File: config.mk
export PLATFORM = sky130hd
export DESIGN_NAME = id_ex_elastic_reg
export DESIGN_NICKNAME = d
export VERILOG_FILES = /design/src/rtl/id_ex_pkg.sv /design/src/rtl/id_ex_entry_reg.sv /design/src/rtl/id_ex_elastic_reg.sv
export SDC_FILE = /design/constraint.sdc
export NUM_CORES = 1
export LEC_CHECK = 0
export ABC_AREA = 1
export BUFFER_PORTS_ARGS = -buffer_cell sky130_fd_sc_hd__buf_2
export CAP_MARGIN = 5
export CORE_MARGIN = 3
export CORE_UTILIZATION = 30
export CTS_CLUSTER_DIAMETER = 40
export DETAILED_ROUTE_END_ITERATION = 10
export SYNTH_ARGS = -nofsm -noshare
export SYNTH_HDL_FRONTEND = slang
export SYNTH_SLANG_ARGS = --single-unit
File: constraint.sdc
create_clock -name clk -period 16.6 [get_ports clk]
set_clock_uncertainty 0.15 [all_clocks]
set_input_delay 2.49 -clock clk [delete_from_list [all_inputs] [get_ports clk]]
set_output_delay 2.49 -clock clk [all_outputs]
set_load 0.02 [all_outputs]
File: src/rtl/id_ex_pkg.sv
// id_ex_pkg: shared types for the ID->EX elastic pipeline register.
//  ctrl_t  : decoded control bundle {RegWrite,MemWrite,Jump,Branch,ALUSrc,ResultSrc,ALUControl}
//  entry_t : one held instruction (control, register addresses, datapath payload)
//  state_t : occupancy of the stage (EMPTY, ONE = main full, TWO = main+skid full)
// The PKG_* widths fix the struct layout.
package id_ex_pkg;

    localparam int PKG_XLEN      = 32;
    localparam int PKG_REG_AW    = 5;
    localparam int PKG_ALUCTRL_W = 3;
    localparam int PKG_RESSRC_W  = 2;

    typedef struct packed {
        logic                     reg_write;
        logic                     mem_write;
        logic                     jump;
        logic                     branch;
        logic                     alu_src;
        logic [PKG_RESSRC_W-1:0]  result_src;
        logic [PKG_ALUCTRL_W-1:0] alu_control;
    } ctrl_t;

    typedef struct packed {
        ctrl_t                 ctrl;
        logic [PKG_REG_AW-1:0] rs1;
        logic [PKG_REG_AW-1:0] rs2;
        logic [PKG_REG_AW-1:0] rd;
        logic [PKG_XLEN-1:0]   rd1;
        logic [PKG_XLEN-1:0]   rd2;
        logic [PKG_XLEN-1:0]   pc;
        logic [PKG_XLEN-1:0]   imm;
        logic [PKG_XLEN-1:0]   pcplus4;
    } entry_t;

    typedef enum logic [1:0] {
        EMPTY = 2'd0,
        ONE   = 2'd1,
        TWO   = 2'd2
    } state_t;

    // Clear the state-writing enables of a control bundle when it is not live,
    // so a bubble can never write the register file or memory or redirect fetch.
    function automatic ctrl_t gate_ctrl(input ctrl_t c, input logic live);
        ctrl_t g;
        g           = c;
        g.reg_write = c.reg_write & live;
        g.mem_write = c.mem_write & live;
        g.jump      = c.jump      & live;
        g.branch    = c.branch    & live;
        return g;
    endfunction

endpackage

File: src/rtl/id_ex_entry_reg.sv
// id_ex_entry_reg: one entry_t storage register with load enable.
//  clk, reset  : clock (rising edge), asynchronous active-high reset to all zeros
//  load_en     : capture entry_in at the next rising edge
//  entry_in    : entry to capture
//  entry_out   : currently held entry (unchanged while load_en is low)
module id_ex_entry_reg
    import id_ex_pkg::*;
(
    input  logic   clk,
    input  logic   reset,
    input  logic   load_en,
    input  entry_t entry_in,
    output entry_t entry_out
);

    entry_t entry_d;
    entry_t entry_q;

    always_comb begin
        entry_d = entry_q;
        if (load_en) begin
            entry_d = entry_in;
        end
    end

    always_ff @(posedge clk or posedge reset) begin
        if (reset) begin
            entry_q <= '0;
        end else begin
            entry_q <= entry_d;
        end
    end

    assign entry_out = entry_q;

endmodule

File: src/rtl/id_ex_elastic_reg.sv
// id_ex_elastic_reg: ID->EX pipeline register with valid/ready handshake,
// stall absorption and flush.
//  clk, reset           : clock (rising edge), asynchronous active-high reset
//  flush                : synchronous kill of every held entry; a same-cycle push is dropped
//  in_valid / in_ready  : decode-side handshake (push = in_valid & in_ready)
//  ctrl_d ... pcplus4_d : decoded instruction presented by decode
//  out_valid / out_ready: execute-side handshake (pop = out_valid & out_ready)
//  ctrl_e ... pcplus4_e : head entry; state-writing enables of ctrl_e are 0 when !out_valid
// SKID=1 adds a second entry so in_ready is a pure decode of the state register and
// full throughput survives a registered ready. SKID=0 is a single register whose
// in_ready looks through to out_ready.
// The XLEN/REG_AW/ALUCTRL_W/RESSRC_W parameters must match the id_ex_pkg widths,
// since the held entry is the package struct.
module id_ex_elastic_reg
    import id_ex_pkg::*;
#(
    parameter int XLEN      = PKG_XLEN,
    parameter int REG_AW    = PKG_REG_AW,
    parameter int ALUCTRL_W = PKG_ALUCTRL_W,
    parameter int RESSRC_W  = PKG_RESSRC_W,
    parameter bit SKID      = 1'b1
) (
    input  logic              clk,
    input  logic              reset,
    input  logic              flush,

    input  logic              in_valid,
    output logic              in_ready,
    input  ctrl_t             ctrl_d,
    input  logic [REG_AW-1:0] rs1_d,
    input  logic [REG_AW-1:0] rs2_d,
    input  logic [REG_AW-1:0] rd_d,
    input  logic [XLEN-1:0]   rd1_d,
    input  logic [XLEN-1:0]   rd2_d,
    input  logic [XLEN-1:0]   pc_d,
    input  logic [XLEN-1:0]   imm_d,
    input  logic [XLEN-1:0]   pcplus4_d,

    output logic              out_valid,
    input  logic              out_ready,
    output ctrl_t             ctrl_e,
    output logic [REG_AW-1:0] rs1_e,
    output logic [REG_AW-1:0] rs2_e,
    output logic [REG_AW-1:0] rd_e,
    output logic [XLEN-1:0]   rd1_e,
    output logic [XLEN-1:0]   rd2_e,
    output logic [XLEN-1:0]   pc_e,
    output logic [XLEN-1:0]   imm_e,
    output logic [XLEN-1:0]   pcplus4_e
);

    state_t state_d;
    state_t state_q;

    entry_t in_entry;
    entry_t main_in;
    entry_t main_q;
    entry_t skid_q;

    logic push;
    logic pop;
    logic main_ld;
    logic main_from_skid;
    logic skid_ld;

    assign in_entry = '{ctrl:    ctrl_d,
                        rs1:     rs1_d,
                        rs2:     rs2_d,
                        rd:      rd_d,
                        rd1:     rd1_d,
                        rd2:     rd2_d,
                        pc:      pc_d,
                        imm:     imm_d,
                        pcplus4: pcplus4_d};

    assign out_valid = (state_q != EMPTY);

    generate
        if (SKID) begin : g_rdy_skid
            assign in_ready = (state_q != TWO);
        end else begin : g_rdy_flow
            assign in_ready = !out_valid || out_ready;
        end
    endgenerate

    assign push = in_valid && in_ready;
    assign pop  = out_valid && out_ready;

    // Next state and entry load enables.
    always_comb begin
        state_d        = state_q;
        main_ld        = 1'b0;
        main_from_skid = 1'b0;
        skid_ld        = 1'b0;
        case (state_q)
            EMPTY: begin
                if (push) begin
                    state_d = ONE;
                    main_ld = 1'b1;
                end
            end
            ONE: begin
                if (push && pop) begin
                    main_ld = 1'b1;
                end else if (push) begin
                    // Only reachable with the skid entry: SKID=0 cannot push into a
                    // full stage unless the head is leaving.
                    if (SKID) begin
                        state_d = TWO;
                        skid_ld = 1'b1;
                    end
                end else if (pop) begin
                    state_d = EMPTY;
                end
            end
            TWO: begin
                // in_ready is low here, so the only movement is skid -> main.
                if (pop) begin
                    state_d        = ONE;
                    main_ld        = 1'b1;
                    main_from_skid = 1'b1;
                end
            end
            default: begin
                state_d = EMPTY;
            end
        endcase
        // Flush overrides everything; stale payload may stay in the registers since
        // out_valid and the gated enables hide it.
        if (flush) begin
            state_d = EMPTY;
            main_ld = 1'b0;
            skid_ld = 1'b0;
        end
    end

    always_ff @(posedge clk or posedge reset) begin
        if (reset) begin
            state_q <= EMPTY;
        end else begin
            state_q <= state_d;
        end
    end

    assign main_in = main_from_skid ? skid_q : in_entry;

    id_ex_entry_reg u_main (
        .clk       (clk),
        .reset     (reset),
        .load_en   (main_ld),
        .entry_in  (main_in),
        .entry_out (main_q)
    );

    generate
        if (SKID) begin : g_skid
            id_ex_entry_reg u_skid (
                .clk       (clk),
                .reset     (reset),
                .load_en   (skid_ld),
                .entry_in  (in_entry),
                .entry_out (skid_q)
            );
        end else begin : g_no_skid
            assign skid_q = '0;
        end
    endgenerate

    assign ctrl_e    = gate_ctrl(main_q.ctrl, out_valid);
    assign rs1_e     = main_q.rs1;
    assign rs2_e     = main_q.rs2;
    assign rd_e      = main_q.rd;
    assign rd1_e     = main_q.rd1;
    assign rd2_e     = main_q.rd2;
    assign pc_e      = main_q.pc;
    assign imm_e     = main_q.imm;
    assign pcplus4_e = main_q.pcplus4;

endmodule
==> results.json <==
{
  "tns_ps": 0,
  "die_h_um": 256.0,
  "gp_congestion": 0.7791,
  "vias": 14970,
  "row_count": 91,
  "drive_gt1_share_pct": 23.05,
  "final-max-slew-violation-count": 0,
  "drt-initial-drc-count": 897,
  "cts_buffers": 72,
  "die_x_um": 256.0,
  "fill_cells": 6544,
  "grt_use_total_pct": 15.64,
  "ctsResizeCount": 0,
  "clk_pin_slew_ps": 50,
  "ys_warn_count": 0,
  "core_area_um2": 61710,
  "dpl_cell_area_um2": 19590,
  "rsz0062_at_grt": "no",
  "dieArea_um2": 65530,
  "synth_seq_cells": 372,
  "worstSkewPairLatency_ps": 590,
  "antenna_found_initial": 11,
  "setup_viol": 0,
  "grt_start_max_net_pins": 173,
  "post_drt_wl_per_cell_um": 14.89,
  "cts.sinks": 372,
  "critPathKind": "in2reg",
  "slew_headroom_pct": 24.31,
  "arrival_ps": 5570,
  "cts-root-buf": "clkbuf_16",
  "crit_required_ps": 16860,
  "layout_min_cycle_time_ps": 5317,
  "yosys.cell_types.count": 19,
  "grt_pass1_wl_um": 82750,
  "use_met2_pct": 25.19,
  "synth.avg_cell_area_um2": 7.818,
  "timing.final.crit_share_pct": 32.03,
  "ys_seq_area_share_pct": 49.65,
  "grt.overflow.total": 0,
  "grt.busiest_layer": "met2",
  "grt_pass1_vias": 14520,
  "p_leak_nw": 12.58,
  "outcome": "finished clean",
  "drc": 0,
  "worst_pin_slew_ps": 1135,
  "drv_cap": 0,
  "ir_drop_v": 0.00009386,
  "critPathCaptureType": "register",
  "drt-total-wl_um": 51300,
  "met3_usage_pct": 3.552,
  "drtPass1Iterations": 7,
  "numPortBuffers": 376,
  "cts_buffer_depth": 3,
  "via_per_inst": 4.347,
  "syn_area_um2": 18750,
  "num_io_pins": 377,
  "finalHoldViolations": 0,
  "area_growth_pct": 18.27,
  "power_density_nw_per_um2": 165.9,
  "postCtsSetupRepairBufs": 0,
  "final_net_count": 2730,
  "ant_nets": 0,
  "max_freq_ghz": 0.1881,
  "h-tree-depth": 3,
  "hold_class": "reg2reg",
  "register_area_um2": 9309,
  "dpl.hpwl_um": 31100,
  "initial_core_util_pct": 30.38,
  "synthesis.nets": 2588,
  "worstPathMaxFanout": 172,
  "crit_path_start_kind": "primary input",
  "cts_tree": "built",
  "postCtsHoldBufs": 0,
  "grt_use_met1_pct": 20.26,
  "postSynthCellCount": 2398,
  "multiInputGateArea_um2": 6466,
  "stdcell_area_um2": 22170
}
==> placed cells by master (no fill, tap or decap), drive strengths merged <==
| master | synthesis | final |
|---|---|---|
| o21ai | 186 | 186 |
| nor2 | 8 | 8 |
| clkinv | 0 | 17 |
| nand4 | 1 | 1 |
| buf | 285 | 390 |
| diode | 0 | 9 |
| nand3 | 189 | 189 |
| clkbuf | 37 | 89 |
| inv | 197 | 207 |
| dfrtp | 372 | 372 |
| nand2 | 1123 | 1123 |
| clkinvlp | 0 | 7 |
| bufinv | 0 | 10 |
==> metal layers <==
layer | wire length (µm) | vias up
li1 | - | 7477
met1 | 22800 | 7044
met2 | 24230 | 352
met3 | 2688 | 97
met4 | 1549 | 4
met5 | 34 | -
==> critical path, cell delays in order <==
cell and delay [ps]:
buf_2 130, inv_6 160, nand2_1 160, nor2_2 60, o21ai_4 60, buf_12 460
buf_4 860, buf_4 860, o21ai_0 200
==> cell type report <==
class                           count  share of cell area (%)
Multi-Input combinational cell   1507                   29.16
Clock buffer                       89                   8.825
Tap cell                          837                   4.723
Sequential cell                   372                   41.98
Inverter                          197                   3.414
Clock inverter                     44                   2.720
Antenna cell                        9                  0.1016
Timing Repair Buffer              390                   9.073
==> cell families (layout without fill, tap and decap cells) <==
group / Yosys count / in the layout / share of synthesized area (%)
buffers and inverters: 519 / 720 / 16.08
flip-flops: 372 / 372 / 49.65
other: 0 / 9 / 0
AND/OR/NAND/NOR: 1321 / 1321 / 27.82
AO/OA/AOI/OAI: 186 / 186 / 6.447
==> power breakdown <==
part           switching, W  internal [W]
combinational      0.000490      0.000270
clock              0.000521       0.00101
sequential         0.000172       0.00122
total               0.00118       0.00250
==> worst paths after layout <==
| check | from | to | depth (start not counted) | slack [ps] |
|---|---|---|---|---|
| worst max-delay path | flush | g_skid.u_skid.entry_out[132]$_DFFE_PP0P_ | 9 | 11280 |
| min in group asynchronous | reset | u_main.entry_out[1]$_DFFE_PP0P_ | 2 | 1860 |
| worst min register to register | u_main.entry_out[10]$_DFFE_PP0P_ | u_main.entry_out[10]$_DFFE_PP0P_ | 2 | 320 |
| worst min-delay path | u_main.entry_out[10]$_DFFE_PP0P_ | u_main.entry_out[10]$_DFFE_PP0P_ | 2 | 320 |
| worst max register to register | state_q[0]$_DFFE_PP0P_ | g_skid.u_skid.entry_out[132]$_DFFE_PP0P_ | 6 | 12950 |
| max in group asynchronous | reset | g_skid.u_skid.entry_out[124]$_DFFE_PP0P_ | 4 | 12280 |
==> through the flow <==
step	hold slack (ps)	setup WS [ps]	cells	total power (W)	util, %
after global routing	340.1	10800	3443	0.003901	35.92
after floorplan	299.1	3629	2398	0.002063	-
after CTS	323.6	11130	3436	0.003733	35.89
final	318.2	11280	3445	0.003679	35.93
after global placement	307.3	10570	3303	0.002158	31.75
after detailed placement	309.5	10510	3303	0.002173	31.75
==> Yosys cell counts <==
| cell | instances | area share, % |
|---|---|---|
| nand2_1 | 1120 | 22 |
| dfrtp_1 | 372 | 50 |
| buf_4 | 200 | 8.0 |
| inv_1 | 193 | 3.9 |
| nand3_1 | 188 | 5.0 |
| o21ai_0 | 79 | 2.1 |
| o21ai_2 | 74 | 3.5 |
| buf_2 | 49 | 1.3 |
| clkbuf_1 | 37 | 0.74 |
| o21ai_1 | 33 | 0.88 |
| buf_6 | 31 | 1.9 |
| nor2_1 | 6 | 0.12 |
| inv_2 | 4 | 0.080 |
| buf_1 | 3 | 0.060 |
| nand2_2 | 3 | 0.10 |
| buf_8 | 2 | 0.16 |
| nor2_2 | 2 | 0.067 |
| nand3_2 | 1 | 0.053 |
| nand4_1 | 1 | 0.033 |
==> flip-flops by register name (all words and copies together) (netlist names) <==
name                     cells
g_skid.u_skid.entry_out    185
u_main.entry_out           185
state_q                      2
No activity file was read; power rests on OpenSTA's default activity.
